**src/rtl/dcnn_io_pkg.sv**
```systemverilog
// Shared types and constants for the parameter stream loader and the accelerator controller.
// Channel indices and default word counts match the on-chip parameter memory map.
package dcnn_io_pkg;

    typedef enum logic [1:0] {
        IDLE,
        LOAD,
        CLOSE
    } loader_state_e;

    localparam int unsigned CH_CNN = 0;
    localparam int unsigned CH_FC  = 1;
    localparam int unsigned CH_IMG = 2;

    localparam int unsigned CNN_WORDS = 50704;
    localparam int unsigned FC_WORDS  = 11218;
    localparam int unsigned IMG_WORDS = 1024;

endpackage

```
**src/rtl/bit_reverse.sv**
```systemverilog
// Combinational bit-order reversal: bit i of the result is bit W-1-i of the input.
module bit_reverse #(
    parameter int unsigned W = 16
) (
    input  logic [W-1:0] data,
    output logic [W-1:0] reversed
);

    always_comb begin
        reversed = '0;
        for (int unsigned i = 0; i < W; i++) begin
            reversed[i] = data[W-1-i];
        end
    end

endmodule

```
**src/rtl/param_stream_loader.sv**
```systemverilog
// Streams host words into per-channel parameter memories, one load request at a time,
// and keeps sticky per-channel finish flags plus a global done for the controller.
module param_stream_loader
    import dcnn_io_pkg::*;
#(
    parameter int unsigned       DATA_W      = 16,
    parameter int unsigned       ADDR_W      = 16,
    parameter int unsigned       NUM_CH      = 3,
    parameter logic [NUM_CH-1:0] BITREV_MASK = 3'b100
) (
    input  logic                      clk,
    input  logic                      rst_n,
    input  logic                      req_valid,
    output logic                      req_ready,
    input  logic [$clog2(NUM_CH)-1:0] req_ch,
    input  logic [ADDR_W-1:0]         req_base,
    input  logic [ADDR_W-1:0]         req_len,
    input  logic                      s_valid,
    output logic                      s_ready,
    input  logic [DATA_W-1:0]         s_data,
    input  logic                      abort,
    input  logic                      clear,
    output logic                      wr_en,
    output logic [$clog2(NUM_CH)-1:0] wr_ch,
    output logic [ADDR_W-1:0]         wr_addr,
    output logic [DATA_W-1:0]         wr_data,
    output logic [NUM_CH-1:0]         finish,
    output logic                      done,
    output logic                      err
);

    localparam int unsigned CH_W = $clog2(NUM_CH);

    loader_state_e state, state_next;

    logic [CH_W-1:0]   ch_r;
    logic [ADDR_W-1:0] base_r;
    logic [ADDR_W-1:0] len_r;
    logic [ADDR_W-1:0] count;
    logic [DATA_W-1:0] data_rev;

    logic ch_ok;
    logic req_fire;
    logic word_fire;
    logic last_word;
    logic set_finish;
    logic set_err;

    bit_reverse #(.W(DATA_W)) u_bit_reverse (
        .data     (s_data),
        .reversed (data_rev)
    );

    // Zero-extended compare so a power-of-two NUM_CH does not overflow the channel width.
    assign ch_ok     = {1'b0, req_ch} < (CH_W + 1)'(NUM_CH);
    assign req_ready = (state == IDLE);
    assign s_ready   = (state == LOAD) && !abort;
    assign req_fire  = req_valid && req_ready;
    assign word_fire = s_valid && s_ready;
    assign last_word = word_fire && (count == len_r - ADDR_W'(1));

    always_ff @(posedge clk or negedge rst_n) begin
        if (!rst_n) begin
            state <= IDLE;
        end else begin
            state <= state_next;
        end
    end

    always_comb begin
        state_next = state;
        set_finish = 1'b0;
        set_err    = 1'b0;
        unique case (state)
            IDLE: begin
                if (req_fire) begin
                    if (!ch_ok) begin
                        set_err = 1'b1;
                    end else if (req_len == '0) begin
                        state_next = CLOSE;
                    end else begin
                        state_next = LOAD;
                    end
                end
            end
            LOAD: begin
                if (abort) begin
                    state_next = IDLE;
                    set_err    = 1'b1;
                end else if (last_word) begin
                    state_next = CLOSE;
                end
            end
            CLOSE: begin
                state_next = IDLE;
                if (abort) begin
                    set_err = 1'b1;
                end else begin
                    set_finish = 1'b1;
                end
            end
            default: state_next = IDLE;
        endcase
    end

    always_ff @(posedge clk or negedge rst_n) begin
        if (!rst_n) begin
            ch_r    <= '0;
            base_r  <= '0;
            len_r   <= '0;
            count   <= '0;
            wr_en   <= 1'b0;
            wr_ch   <= '0;
            wr_addr <= '0;
            wr_data <= '0;
            finish  <= '0;
            done    <= 1'b0;
            err     <= 1'b0;
        end else begin
            wr_en <= word_fire;

            if (req_fire && ch_ok) begin
                ch_r   <= req_ch;
                base_r <= req_base;
                len_r  <= req_len;
                count  <= '0;
            end else if (word_fire) begin
                count <= count + ADDR_W'(1);
            end

            if (word_fire) begin
                wr_ch   <= ch_r;
                wr_addr <= base_r + count;
                wr_data <= BITREV_MASK[ch_r] ? data_rev : s_data;
            end

            // clear outranks any flag update landing in the same cycle
            if (clear) begin
                finish <= '0;
                done   <= 1'b0;
                err    <= 1'b0;
            end else begin
                if (set_finish) begin
                    finish[ch_r] <= 1'b1;
                end
                done <= &finish;
                if (set_err) begin
                    err <= 1'b1;
                end
            end
        end
    end

endmodule

```
**config.mk**
```make
export PLATFORM = sky130hd
export DESIGN_NAME = param_stream_loader
export DESIGN_NICKNAME = d
export VERILOG_FILES = /design/src/rtl/dcnn_io_pkg.sv /design/src/rtl/bit_reverse.sv /design/src/rtl/param_stream_loader.sv
export SDC_FILE = /design/constraint.sdc
export NUM_CORES = 1
export LEC_CHECK = 0
export CAP_MARGIN = 10
export CORE_MARGIN = 8
export CORE_UTILIZATION = 40
export CTS_CLUSTER_DIAMETER = 100
export DETAILED_ROUTE_END_ITERATION = 16
export PLACE_DENSITY_LB_ADDON = 0.15
export SETUP_SLACK_MARGIN = 0.05
export SLEW_MARGIN = 10
export SYNTH_ARGS = -nofsm -noshare
export SYNTH_HDL_FRONTEND = slang
export SYNTH_HIERARCHICAL = 1
export SYNTH_SLANG_ARGS = --single-unit
```
**constraint.sdc**
```tcl
create_clock -name clk -period 5 [get_ports clk]
set_input_delay 1 -clock clk [delete_from_list [all_inputs] [get_ports clk]]
set_output_delay 1 -clock clk [all_outputs]
set_load 0.005 [all_outputs]
```
==> Word-level counts from Yosys, hierarchy flattened <==
Index checks and enable logic that the tools add are counted.
{ "totals": {"out_inout_bits": 42, "wordCells": 64, "ff_bits": 92} }
{ "op_classes": {"n_eq_ne": 6, "bitwise": 1, "n_reduce_logical": 15, "n_addsub": 3, "mux": 24, "n_lt_le_gt_ge": 3} }
{ "ops": {"columns": ["operator", "n"], "rows": [
  ["$mux 16", 3],
  ["$add 16x1->16 const B", 1],
  ["$add 16x16->16", 1],
  ["$eq 16x16->1", 1],
  ["$logic_not 16->1", 1],
  ["$sub 16x1->16 const B", 1],
  ["$mux 1", 10],
  ["$mux 2", 5],
  ["$logic_and 1x1->1", 6],
  ["$mux 3", 2],
  ["$reduce_and 3->1", 2],
  ["$reduce_bool 2->1", 3],
  ["$ne 2x1->1 const B", 2],
  ["$pmux 2 s2", 1],
  ["$lt 2x3->1 const B", 1],
  ["$ne 3x3->1 const B", 1],
  ["$or 3x3->3", 1],
  ["$bmux 1 s2", 1],
  ["$demux 1 s2", 1],
  ["$eq 2x1->1 const B", 1],
  ["$eq 2x2->1 const B", 1],
  ["$ge 2x1->1 const B", 1],
  ["$logic_not 2->1", 1],
  ["$lt 2x2->1 const B", 1],
  ["3 further kinds", 3]
]} }

==> Logic depth before layout (Yosys ltp) <==
{ "logic_depth": {"word_depth": 7, "ltp_mapped": 12, "ltp_nobuf": 11} }

==> Modules after synthesis <==
The synthesis kept the hierarchy.
{ "modules_own_cells": {"columns": ["module", "cells_each", "instances", "seq_area_each_um2", "area_per_inst_um2"], "rows": [
  ["param_stream_loader", 576, 1, 2302.2, 5173.7],
  ["bit_reverse", 16, 1, 0.0, 120.1]
]} }

==> Worst setup path after synthesis <==
Ideal clock, no wire load.
{ "synth_timing": {"path_kind": "in2reg", "start": "input port abort", "end": "register state[1]", "t_required_ns": 4.904, "setup_time_ns": 0.096, "path_stages": 9, "n_path_buf": 1, "arrival_time_ns": 2.565, "slack_ns": 2.339, "path_cell_list": "nor2b_1 -> buf_2 -> nand2_2 -> inv_2 -> nand3_1 -> a2111o_1 -> a2111oi_4 -> nand3_2 -> a311oi_2"} }
{ "synth_between": {"elab_chain_cells": 6, "elab_cells_between_ends": 8, "classes_between": "eq/ne (1); mux (2); reduce/logical (5)"} }
{ "synth_lines": {"columns": ["item", "line_no", "source"], "rows": [
  ["start, declared", "param_stream_loader.sv:21", "input logic abort,"],
  ["$logic_not 1->1", "param_stream_loader.sv:57", "assign s_ready = (state == LOAD) && !abort;"],
  ["$logic_and 1x1->1", "param_stream_loader.sv:57", null],
  ["named net s_ready", "param_stream_loader.sv:19", "output logic s_ready,"],
  ["$logic_and 1x1->1", "param_stream_loader.sv:59", "assign word_fire = s_valid && s_ready;"],
  ["$logic_and 1x1->1", "param_stream_loader.sv:60", "assign last_word = word_fire && (count == len_r - ADDR_W'(1));"],
  ["$ne 3x3->1 (no source line)", null, null],
  ["$reduce_and 3->1 (no source line)", null, null],
  ["end signal, assigned", "param_stream_loader.sv:66", "state <= state_next;"],
  ["end, declared", "param_stream_loader.sv:34", "loader_state_e state, state_next;"]
]} }
The timed path passes the listed nets, and every way through them passes these cells.
A chain may end at the register's enable or synchronous reset.

==> Worst setup path in the final report <==
{ "layout_timing": {"start": "input port abort", "end": "register count[15]"} }
{ "layout_between": {"elab_chain_cells": 4} }
{ "layout_lines": {"columns": ["item", "line_no", "source"], "rows": [
  ["$logic_not 1->1", "param_stream_loader.sv:57", null],
  ["$logic_and 1x1->1", "param_stream_loader.sv:57", null],
  ["$logic_and 1x1->1", "param_stream_loader.sv:59", null],
  ["$reduce_bool 2->1 (no source line)", null, null],
  ["end signal, assigned", "param_stream_loader.sv:128", "count <= count + ADDR_W'(1);"],
  ["end, declared", "param_stream_loader.sv:39", "logic [ADDR_W-1:0] count;"]
]} }
No other way between the ends.

==> flow_metrics.env <==
export IMPL_setup_violations=0
export IMPL_via_per_inst=5.00
export IMPL_regToRegSetupSlack_ps=1930
export IMPL_clockBufferDepth=2
export IMPL_cp_buffers_inverters=4
export IMPL_r2r_start="state[1]"
export IMPL_synthDistinctLibCells=59
export IMPL_critical_path_class="input port to flop"
export IMPL_synth_edff_count=0
export IMPL_nFillCells=1248
export IMPL_tns_ps=0
export IMPL_finalNonFillerCells=843
export IMPL_drc=0
export IMPL_nets=740
export IMPL_fin_crit_sh=0.698
export IMPL_dieArea_um2=17200
export IMPL_cts_root_buf="clkbuf_16"
export IMPL_die_w_um=131
export IMPL_critPathArrivalTime_ps=3690
export IMPL_end_kind="flop"
export IMPL_min_to="wr_addr[11]"
export IMPL_drt_iter0_drc=273
export IMPL_antenna_found_initial=0
export IMPL_ys_seq_elements=92
export IMPL_cts_setup_buffers=0
export IMPL_num_rows=42
export IMPL_grt_start_max_net_pins=65
export IMPL_synth_nets=670
export IMPL_slew_violations=0
export IMPL_netlist_area_um2=5290
export IMPL_peakVddDrop_v=0.000245
export IMPL_leakagePower_nw=2.91
export IMPL_place_ws_ps=1140
export IMPL_ff2ff_path_depth=13
export IMPL_grt_overflow_total=0
export IMPL_crit_family="simple AND/OR/NAND/NOR gates"
export IMPL_grtUsageTotal=0.157
export IMPL_rsz0062_at_grt="false"
export IMPL_first_pass_iters=4
export IMPL_required_ps=5200
export IMPL_syn_to_final_growth_pct=24.0
export IMPL_numPortBuffers=97
export IMPL_ys_warnings_count=6
export IMPL_holdBufCountCts=0
export IMPL_hp_class="flop to flop"
export IMPL_dp_cells=827
export IMPL_drv_cap=0
export IMPL_crit_fanout=41
export IMPL_layout_drive_gt1_share=0.0555
export IMPL_postSynthAreaPerCell_um2=8.94
export IMPL_gp_congestion=0.882
export IMPL_design_area_um2=6560
export IMPL_ctsResizeCount=0
export IMPL_core_area_um2=13100
export IMPL_cts_max_level=3
export IMPL_hold_viol=0
export IMPL_clock_latency_ps=350
export IMPL_critical_path_slowest_cell="clkdlybuf4s50_1"
export IMPL_post_dp_cell_area_um2=6280
export IMPL_synth_seq_area_share=0.435
export IMPL_clk_pin_slew_ps=70
export IMPL_relSlewSlack=0.266
export IMPL_ant_nets=0
export IMPL_grt_pass1_vias=4316
export IMPL_crit_chain="clkdlybuf4s50_1 > nor2b_1 > nand2_2 > buf_4 > inv_2 > buf_4 > nand4_1 > or2_2 > nor2_1 > nand3_1 > xor2_1 > nor2_1"
export IMPL_grt_pass1_wl_um=21300
export IMPL_vias=4215
export IMPL_die_height_um=131
export IMPL_finalWorstSetupSlack_ps=1510
export IMPL_slowest_delay_ps=460
export IMPL_synth_top_flop_cell="dfrtp_1"
export IMPL_p_per_area_nw_per_um2=507
export IMPL_timing_rr_end="count[15]"
export IMPL_period_needed_ps=3490
export IMPL_ios=98
export IMPL_cts_tree="yes"
export IMPL_cts_buffers=9
export IMPL_hp_start="wr_addr[11]"
export IMPL_tightest_slew_ps=1100
export IMPL_drt_total_wl_um=12600
export IMPL_status="complete, no violations"
export IMPL_cts_sinks=92
export IMPL_fin_hold_ws_ps=476
export IMPL_antenna_cells=0
export IMPL_async_reset_ff_frac=1.00
export IMPL_netlist_instances=592
export IMPL_clock_skew_final_ps=12.1
export IMPL_cp_start_kind="input port"
export IMPL_wl_per_cell_um=14.9
export IMPL_hpwl_um=9430
export IMPL_fmax_mhz=287
export IMPL_whs_path_depth=2
export IMPL_initial_core_util=0.405
[power breakdown]
| group | leakage (nW) | switching (W) | internal [W] | total [W] |
|---|---|---|---|---|
| Clock | 0.136 | 0.000316 | 0.000346 | 0.000662 |
| Combinational | 1.61 | 0.000692 | 0.000704 | 0.00140 |
| Sequential | 1.16 | 0.000251 | 0.00102 | 0.00127 |
| Total | 2.91 | 0.00126 | 0.00207 | 0.00333 |
[flip-flops by register name (all words and copies together), names as in the netlist]
| signal | count |
|---|---|
| finish | 3 |
| err | 1 |
| ch_r | 2 |
| state | 2 |
| wr_en | 1 |
| done | 1 |
| count | 16 |
| wr_ch | 2 |
| base_r | 16 |
| wr_addr | 16 |
| len_r | 16 |
| wr_data | 16 |
[routing by layer]
| metal | vias to the layer above | GRT usage | share of wire |
|---|---|---|---|
| met2 | 88 | 0.255 | 0.46 |
| met4 | 0 | 0.0446 | 0.013 |
| met3 | 14 | 0.0467 | 0.055 |
| met5 | - | 0 | 0 |
| met1 | 1969 | 0.198 | 0.47 |
| li1 | 2144 | - | - |
[through the flow]
| stage | utilization | power [W] |
|---|---|---|
| finish | 0.502 | 0.00333 |
| global route | 0.502 | 0.00360 |
| CTS | 0.502 | 0.00337 |
| detailed placement | 0.480 | 0.00269 |
| global placement | 0.480 | 0.00266 |
| floorplan | - | 0.00213 |
[cell families (layout without fill, tap and decap cells)]
family                   count (synthesis)  in the layout  share of synthesized area
AO/OA/AOI/OAI                           96             96                      0.117
adder cells (fa/ha/maj)                 22             22                     0.0534
XOR/XNOR                                47             47                     0.0778
AND/OR/NAND/NOR                        260            260                      0.225
buffers and inverters                   57            132                     0.0553
flip-flops                              92             92                      0.435
multiplexers                            18             18                     0.0366
[cell type report]
| class | count | area [um2] | area share |
|---|---|---|---|
| clock buffers | 9 | 225 | 0.0343 |
| multi-input cells | 443 | 2700 | 0.412 |
| repair buffers | 101 | 998 | 0.152 |
| well taps | 176 | 220 | 0.0335 |
| flip-flops and latches | 92 | 2300 | 0.351 |
| inverters | 15 | 56.3 | 0.00858 |
| clock inverters | 7 | 60.1 | 0.00915 |
[cells in the mapped netlist, drive strengths merged, types with 8 or more instances]
cell type	n	area, um2
a21oi	31	155
and3	8	50.1
buf	24	169
clkbuf	18	67.6
dfrtp	92	2300
ha	21	263
inv	15	56.3
mux2i	17	183
nand2	133	502
nand3	9	55.1
nand4	8	50.1
nor2	62	235
nor4	8	65.1
o21ai	25	125
xnor2	20	175
xor2	27	236
[tightest hold or removal path, delay by kind of cell, from the launching register on]
kind / cells / cell delay [ps]
AOI/OAI and AO/OA: 1 / 50
and+or+nand+nor: 1 / 50
DFF: 1 / 340
[worst max-delay path by stage]
| stage | from | slack (ps) | cells past startpoint | end |
|---|---|---|---|---|
| floorplan | abort | 2340 | 9 | state[1] |
| global placement | abort | 1200 | 12 | count[15] |
| detailed placement | abort | 1140 | 12 | count[15] |
| CTS | abort | 1500 | 12 | count[15] |
| global route | abort | 1230 | 12 | count[11] |
| finish | abort | 1510 | 12 | count[15] |
[placed cells by master (no fill, tap or decap), drive strengths merged, types with 4 or more instances in the layout]
cell / instances
nor4: 8
nand4b: 4
a31oi: 4
a211oi: 6
clkdlybuf4s50: 96
nand2: 133
xnor2: 20
inv: 18
nand3: 9
o21ai: 25
o21a: 5
and3: 8
nor3: 6
ha: 21
a21oi: 31
dfrtp: 92
o31ai: 4
xor2: 27
a21o: 4
clkbuf: 9
mux2i: 17
nor2: 62
nand4: 8
nor2b: 5
buf: 5
nand2b: 5
Power figures use the tool's default switching activity.
